[src/rtl/scndbl_saver_pkg.sv]
// Shared constants and FSM encoding for the scandoubler-setting write-back block.
package scndbl_saver_pkg;

    // SRAM byte address the memory block reads the setting from at power-up.
    localparam logic [20:0] ADDR_DEFAULT = 21'h08FD5;

    // Bit positions inside the two-bit setting.
    localparam int unsigned SCN_VGA   = 0;
    localparam int unsigned SCN_LINES = 1;

    typedef enum logic [2:0] {
        StIdle,
        StPend,
        StSetup,
        StWrite,
        StHold
    } state_e;

endpackage

[src/rtl/scndbl_saver_edge_rise.sv]
// Single-bit rising-edge detector; while rearm_i is high no edge is reported and the
// history tracks the level, so a key already held when re-armed does not fire later.
module scndbl_saver_edge_rise (
    input  logic clock,
    input  logic reset,
    input  logic level_i,
    input  logic rearm_i,
    output logic rise_o
);

    logic prev_q;

    // Previous-level register.
    always_ff @(posedge clock or negedge reset) begin
        if (!reset) begin
            prev_q <= 1'b0;
        end else begin
            prev_q <= level_i;
        end
    end

    // Edge decode, suppressed while re-arming.
    always_comb begin
        rise_o = level_i & ~prev_q & ~rearm_i;
    end

endmodule

[src/rtl/scndbl_saver.sv]
// Holds the live scandoubler setting, applies hotkey toggles and writes the byte back
// to SRAM, owning the bus only inside Z80 refresh cycles.
module scndbl_saver
    import scndbl_saver_pkg::*;
#(
    parameter int unsigned    AW    = 21,
    parameter logic [AW-1:0]  ADDR  = AW'(ADDR_DEFAULT),
    parameter int unsigned    SETUP = 2,
    parameter int unsigned    PULSE = 4,
    parameter int unsigned    HOLD  = 2
) (
    input  logic          clock,
    input  logic          reset,
    input  logic          power,
    input  logic [1:0]    scndblIn,
    input  logic          keyVga,
    input  logic          keyScan,
    input  logic          mreq,
    input  logic          rfsh,
    output logic [1:0]    scndbl,
    output logic          own,
    output logic          sramWe,
    output logic [7:0]    sramD,
    output logic [AW-1:0] sramA,
    output logic          busy
);

    state_e     state_q, state_d;
    logic [7:0] cnt_q, cnt_d;
    logic [1:0] set_q, set_d;
    logic [1:0] snap_q, snap_d;
    logic       dirty_q, dirty_d;
    logic       win_q;
    logic       own_q, own_d;
    logic       we_q, we_d;

    logic       vga_rise, scan_rise;
    logic [1:0] tog;
    logic       win_now, win_open;

    scndbl_saver_edge_rise u_edge_vga (
        .clock   (clock),
        .reset   (reset),
        .level_i (keyVga),
        .rearm_i (~power),
        .rise_o  (vga_rise)
    );

    scndbl_saver_edge_rise u_edge_scan (
        .clock   (clock),
        .reset   (reset),
        .level_i (keyScan),
        .rearm_i (~power),
        .rise_o  (scan_rise)
    );

    // Toggle mask and refresh-window decode.
    always_comb begin
        tog            = 2'b00;
        tog[SCN_VGA]   = vga_rise;
        tog[SCN_LINES] = scan_rise;
        win_now        = ~rfsh & ~mreq;
        win_open       = win_now & ~win_q;
    end

    // Next-state logic for the setting, dirty flag, write FSM and registered bus outputs.
    always_comb begin
        state_d = state_q;
        cnt_d   = cnt_q;
        snap_d  = snap_q;
        set_d   = set_q ^ tog;
        dirty_d = dirty_q | (|tog);

        unique case (state_q)
            StIdle: begin
                if (dirty_q) begin
                    state_d = StPend;
                end
            end
            StPend: begin
                if (win_open) begin
                    snap_d  = set_q;
                    // A toggle landing on the latch cycle must still trigger a rewrite.
                    dirty_d = |tog;
                    cnt_d   = 8'(SETUP - 1);
                    state_d = StSetup;
                end
            end
            StSetup: begin
                if (!win_now) begin
                    dirty_d = 1'b1;
                    state_d = StPend;
                end else if (cnt_q == 8'd0) begin
                    cnt_d   = 8'(PULSE - 1);
                    state_d = StWrite;
                end else begin
                    cnt_d = cnt_q - 8'd1;
                end
            end
            StWrite: begin
                if (cnt_q == 8'd0) begin
                    cnt_d   = 8'(HOLD - 1);
                    state_d = StHold;
                end else begin
                    cnt_d = cnt_q - 8'd1;
                end
            end
            StHold: begin
                if (cnt_q == 8'd0) begin
                    state_d = dirty_d ? StPend : StIdle;
                end else begin
                    cnt_d = cnt_q - 8'd1;
                end
            end
            default: begin
                state_d = StIdle;
            end
        endcase

        // Load phase: take the stored setting and discard any write in flight.
        if (!power) begin
            set_d   = scndblIn;
            dirty_d = 1'b0;
            cnt_d   = 8'd0;
            state_d = StIdle;
        end

        own_d = (state_d == StSetup) || (state_d == StWrite) || (state_d == StHold);
        we_d  = (state_d != StWrite);
    end

    // State and output registers.
    always_ff @(posedge clock or negedge reset) begin
        if (!reset) begin
            state_q <= StIdle;
            cnt_q   <= 8'd0;
            set_q   <= 2'b00;
            snap_q  <= 2'b00;
            dirty_q <= 1'b0;
            win_q   <= 1'b0;
            own_q   <= 1'b0;
            we_q    <= 1'b1;
        end else begin
            state_q <= state_d;
            cnt_q   <= cnt_d;
            set_q   <= set_d;
            snap_q  <= snap_d;
            dirty_q <= dirty_d;
            win_q   <= win_now;
            own_q   <= own_d;
            we_q    <= we_d;
        end
    end

    // Output wiring; sramD comes straight from the snapshot register.
    always_comb begin
        scndbl = set_q;
        own    = own_q;
        sramWe = we_q;
        sramD  = {6'b000000, snap_q};
        sramA  = ADDR;
        busy   = dirty_q | (state_q != StIdle);
    end

endmodule

[config.mk]
export PLATFORM = sky130hd
export DESIGN_NAME = scndbl_saver
export DESIGN_NICKNAME = d
export VERILOG_FILES = /design/src/rtl/scndbl_saver_pkg.sv /design/src/rtl/scndbl_saver_edge_rise.sv /design/src/rtl/scndbl_saver.sv
export SDC_FILE = /design/constraint.sdc
export NUM_CORES = 1
export LEC_CHECK = 0
export BUFFER_PORTS_ARGS = -buffer_cell sky130_fd_sc_hd__buf_2
export CORE_MARGIN = 2
export CORE_UTILIZATION = 25
export DETAILED_ROUTE_END_ITERATION = 10
export PLACE_DENSITY = 0.52
export SYNTH_ARGS = -nofsm -noshare
export SYNTH_HDL_FRONTEND = slang
export SYNTH_SLANG_ARGS = --single-unit
[constraint.sdc]
create_clock -name clock -period 4.2 [get_ports clock]
set_clock_uncertainty 0.05 [all_clocks]
set_input_delay 0.84 -clock clock [delete_from_list [all_inputs] [get_ports clock]]
set_output_delay 0.84 -clock clock [all_outputs]
set_load 0.005 [all_outputs]
==> results list <==
- Outcome: completed
- Number of vias after detailed routing: 977
* Max rail drop VDD: 0.2430 mV
- Post-route setup slack: 1879 ps
- Overall die width: 79.20 um
* Number of global-route vias before repair: 851
- Power density of the placed cells: 299.6 nW/um2
- Counting the fill cells in the layout gives 608.
- Fraction of the yosys area taken by sequential cells: 0.3726
- Core Area: 5473 um2
* Synth top cells by count: 28 x buf_4, 20 x dfrtp_1, 12 x a21oi_1, 12 x nand2_1, 11 x nor2_1
- At the end of routability-driven placement, the weighted congestion stood at 0.7937.
* Hold Fails Final Rpt: 0
- At the pin with the least slew margin, the transition time is 526.7 ps.
* Hold-fix buffer count after cts: 0
* Final design utilization: 0.2677
* Port Buffers: 15
* Critical path launch point type: register
- Endpoint class of the critical path: register
- Share of the synthesized area in the top cell type: 0.3540
* Worst Hold Slack: 461.1 ps
- At the worst endpoint, the arrival time is 2420 ps.
* Number of CTS-inserted buffers: 3
- For this block, the initial DRC count from the detailed router was 61.
- The average instance in the mapped netlist occupies 9.302 um2.
- Counting flops with an async set or reset pin after synthesis yields a share of 1.000.
- Worst Path Required: 4300 ps
* Number of distinct standard cells referenced by the synthesized netlist: 42
- Min Tclk post-route: 2321 ps
- In the finished design, the share of the clock period the worst path needs comes to 0.5527.
- The synthesized design contains 0 enable-type register cells.
- Fmax: 0.4308 GHz
- The number of antenna diodes in the final layout is 0.
- CTS built an H-tree with a depth of 1.
- OpenSTA, run right after detailed placement, puts the worst setup slack at 1882 ps.
- Measured along the y axis, the die boundary spans 79.20 um.
* Final setup vio count: 0
- Detailed-routing iteration count for the pre-antenna-repair pass: 4
- Number of vias per cell after detailed routing: 4.157
* Total area of multi-input combinational cells: 700.7 um2
* Summed instance area of the synthesized netlist: 1414 um2
- Entering global routing, the biggest net connects 22 pins.
- The min-delay analysis places its worst path in the category reg2reg.
- CTS max path bufs: 2
* Number of resized instances in the post-cts repair step: 0
- Total number of nets in the final design: 174
- The die covers 6273 um2.
* Global-route wire length before repair: 4146 um
- Setup repair after global routing missed its margin: no
- Fraction of final layout cells sized beyond drive strength 1: 0.1963
- Synthesis inferred 21 register bits.
* Aggregate global routing overflow: 0
- Antenna violation net count after detailed routing: 0
- Area growth from synthesis to layout: 3.629%
* DRC violations left: 0
* Leakage Power: 0.0006548 uW
* Root buffer cell: clkbuf_8
- Across the run, the number of max-cap violations was 0.
* Clk_lat worst skew: 260 ps
- Slew Limit Fails: 0
- Setup total negative slack on the finished layout was measured at 0 ps.
- In this run the tightest slew margin relative to its limit is 0.6456.
* Worst-path fanout max: 8
* Routed wire per std cell: 10.22 um
- The biggest area contributor in the post-synthesis netlist is dfrtp_1.
- Clock transition at the register clock pins on the worst setup and hold paths after CTS: 80 ps
* Primary FF master, synth: dfrtp_1
- Rows: 27
- The final layout contains routed wiring with a total length of 2401 um.
* Leading cell types by total area after synthesis: dfrtp_1 35%, buf_4 15%, a21oi_1 4.2%
- Cell count after synthesis: 152
- Top-count cell post-synth: buf_4
* Ys Warns: 0
- GRT Total Usage: 0.08243
* CTS tree: done
- By startpoint and endpoint, the worst setup path is classified as reg2reg.
- Sequential cell area in the final layout: 526.8 um2
- After legalization and detailed placement, the total HPWL measured 1886 um.
- The initial antenna violation count was 0.
- CTS saw 21 sinks.
* IO Pins: 43
- In this run the post-CTS setup repair buffer count came out at 0.
- The initial utilization of the core area, before any placement, comes to 0.2583.
[flip-flops by register name, summed over array words and instances (netlist names)]
signal and flops:
own 1, win_q 1, dirty_q 1, sramWe 1, snap_q 2, u_edge_scan.prev_q 1, scndbl 2, u_edge_vga.prev_q 1
cnt_q 8, state_q 3
[layer usage]
layer	vias up	track usage	share of wire
met3	5	0.02159	0.055
met5	-	0	0
li1	492	-	-
met2	27	0.1169	0.44
met4	0	0.02069	0.010
met1	453	0.1230	0.50
[cell families (layout without fill, tap and decap cells)]
logic type,Yosys count,in the layout,share of synthesized area
buf+inv,40,26,0.1982
flops,21,21,0.3726
fa+ha+maj,1,1,0.008848
other cells,2,27,0.005312
compound gates,37,37,0.1867
xor+xnor,3,3,0.01859
simple gates,46,46,0.1938
mux,2,2,0.01593
[power breakdown]
group | internal, uW | leakage [uW] | switching (uW) | total (uW)
Clock | 66.1 | 0.0000255 | 65.1 | 131
Combinational | 34.8 | 0.000356 | 43.8 | 78.7
Sequential | 217 | 0.000273 | 11.8 | 229
Total | 318 | 0.000655 | 121 | 439
[area by class of cell]
cell class / instances / share of cell area
multi-input cells: 116 / 0.4782
flip-flops and latches: 21 / 0.3595
well taps: 72 / 0.06149
repair buffers: 15 / 0.05124
clock buffers: 3 / 0.02818
inverters: 7 / 0.01793
clock inverters: 1 / 0.003416
[stage by stage]
stage                     cell area (um2)  total power [uW]  instances
after floorplan                      1508             302.3        177
after global placement               1419             313.0        231
after detailed placement             1419             312.6        231
after CTS                            1465             447.9        235
after global routing                 1465             469.5        235
final                                1465             439.0        235
[cell usage in the layout, fill, tap and decap left out, types with 2 or more instances in the layout]
master / count
conb_1: 27
nor2_1: 11
nand2b_1: 2
nand2_1: 12
buf_2: 15
o2bb2ai_1: 2
nor3b_1: 2
clkbuf_8: 3
dfrtp_1: 20
o21ai_0: 5
mux2_2: 2
a22o_1: 3
nor3_1: 2
a21oi_1: 12
o21bai_1: 3
o31ai_1: 2
nor4_1: 2
nand3_1: 3
inv_1: 7
or4_1: 2
nor2b_1: 3
a31oi_1: 2
xnor2_1: 3
[worst max-delay path, cell delays in order, from the launching register on]
cell and delay, ps:
dfrtp_1 400, inv_1 100, ha_1 180, nor3b_1 360, nand2_1 300, a211oi_4 430, nor2_2 130, a22o_1 250
[worst paths after layout]
check	from	to	slack, ps	cells after the start
min in group asynchronous	reset	state_q[0]	470	1
min reg2reg	snap_q[0]	snap_q[0]	460	1
max	cnt_q[0]	cnt_q[2]	1880	7
max in group asynchronous	reset	sramWe	3290	1
max reg2reg	cnt_q[0]	cnt_q[2]	1880	7
min	snap_q[0]	snap_q[0]	460	1
Power figures use the tool's default switching activity.
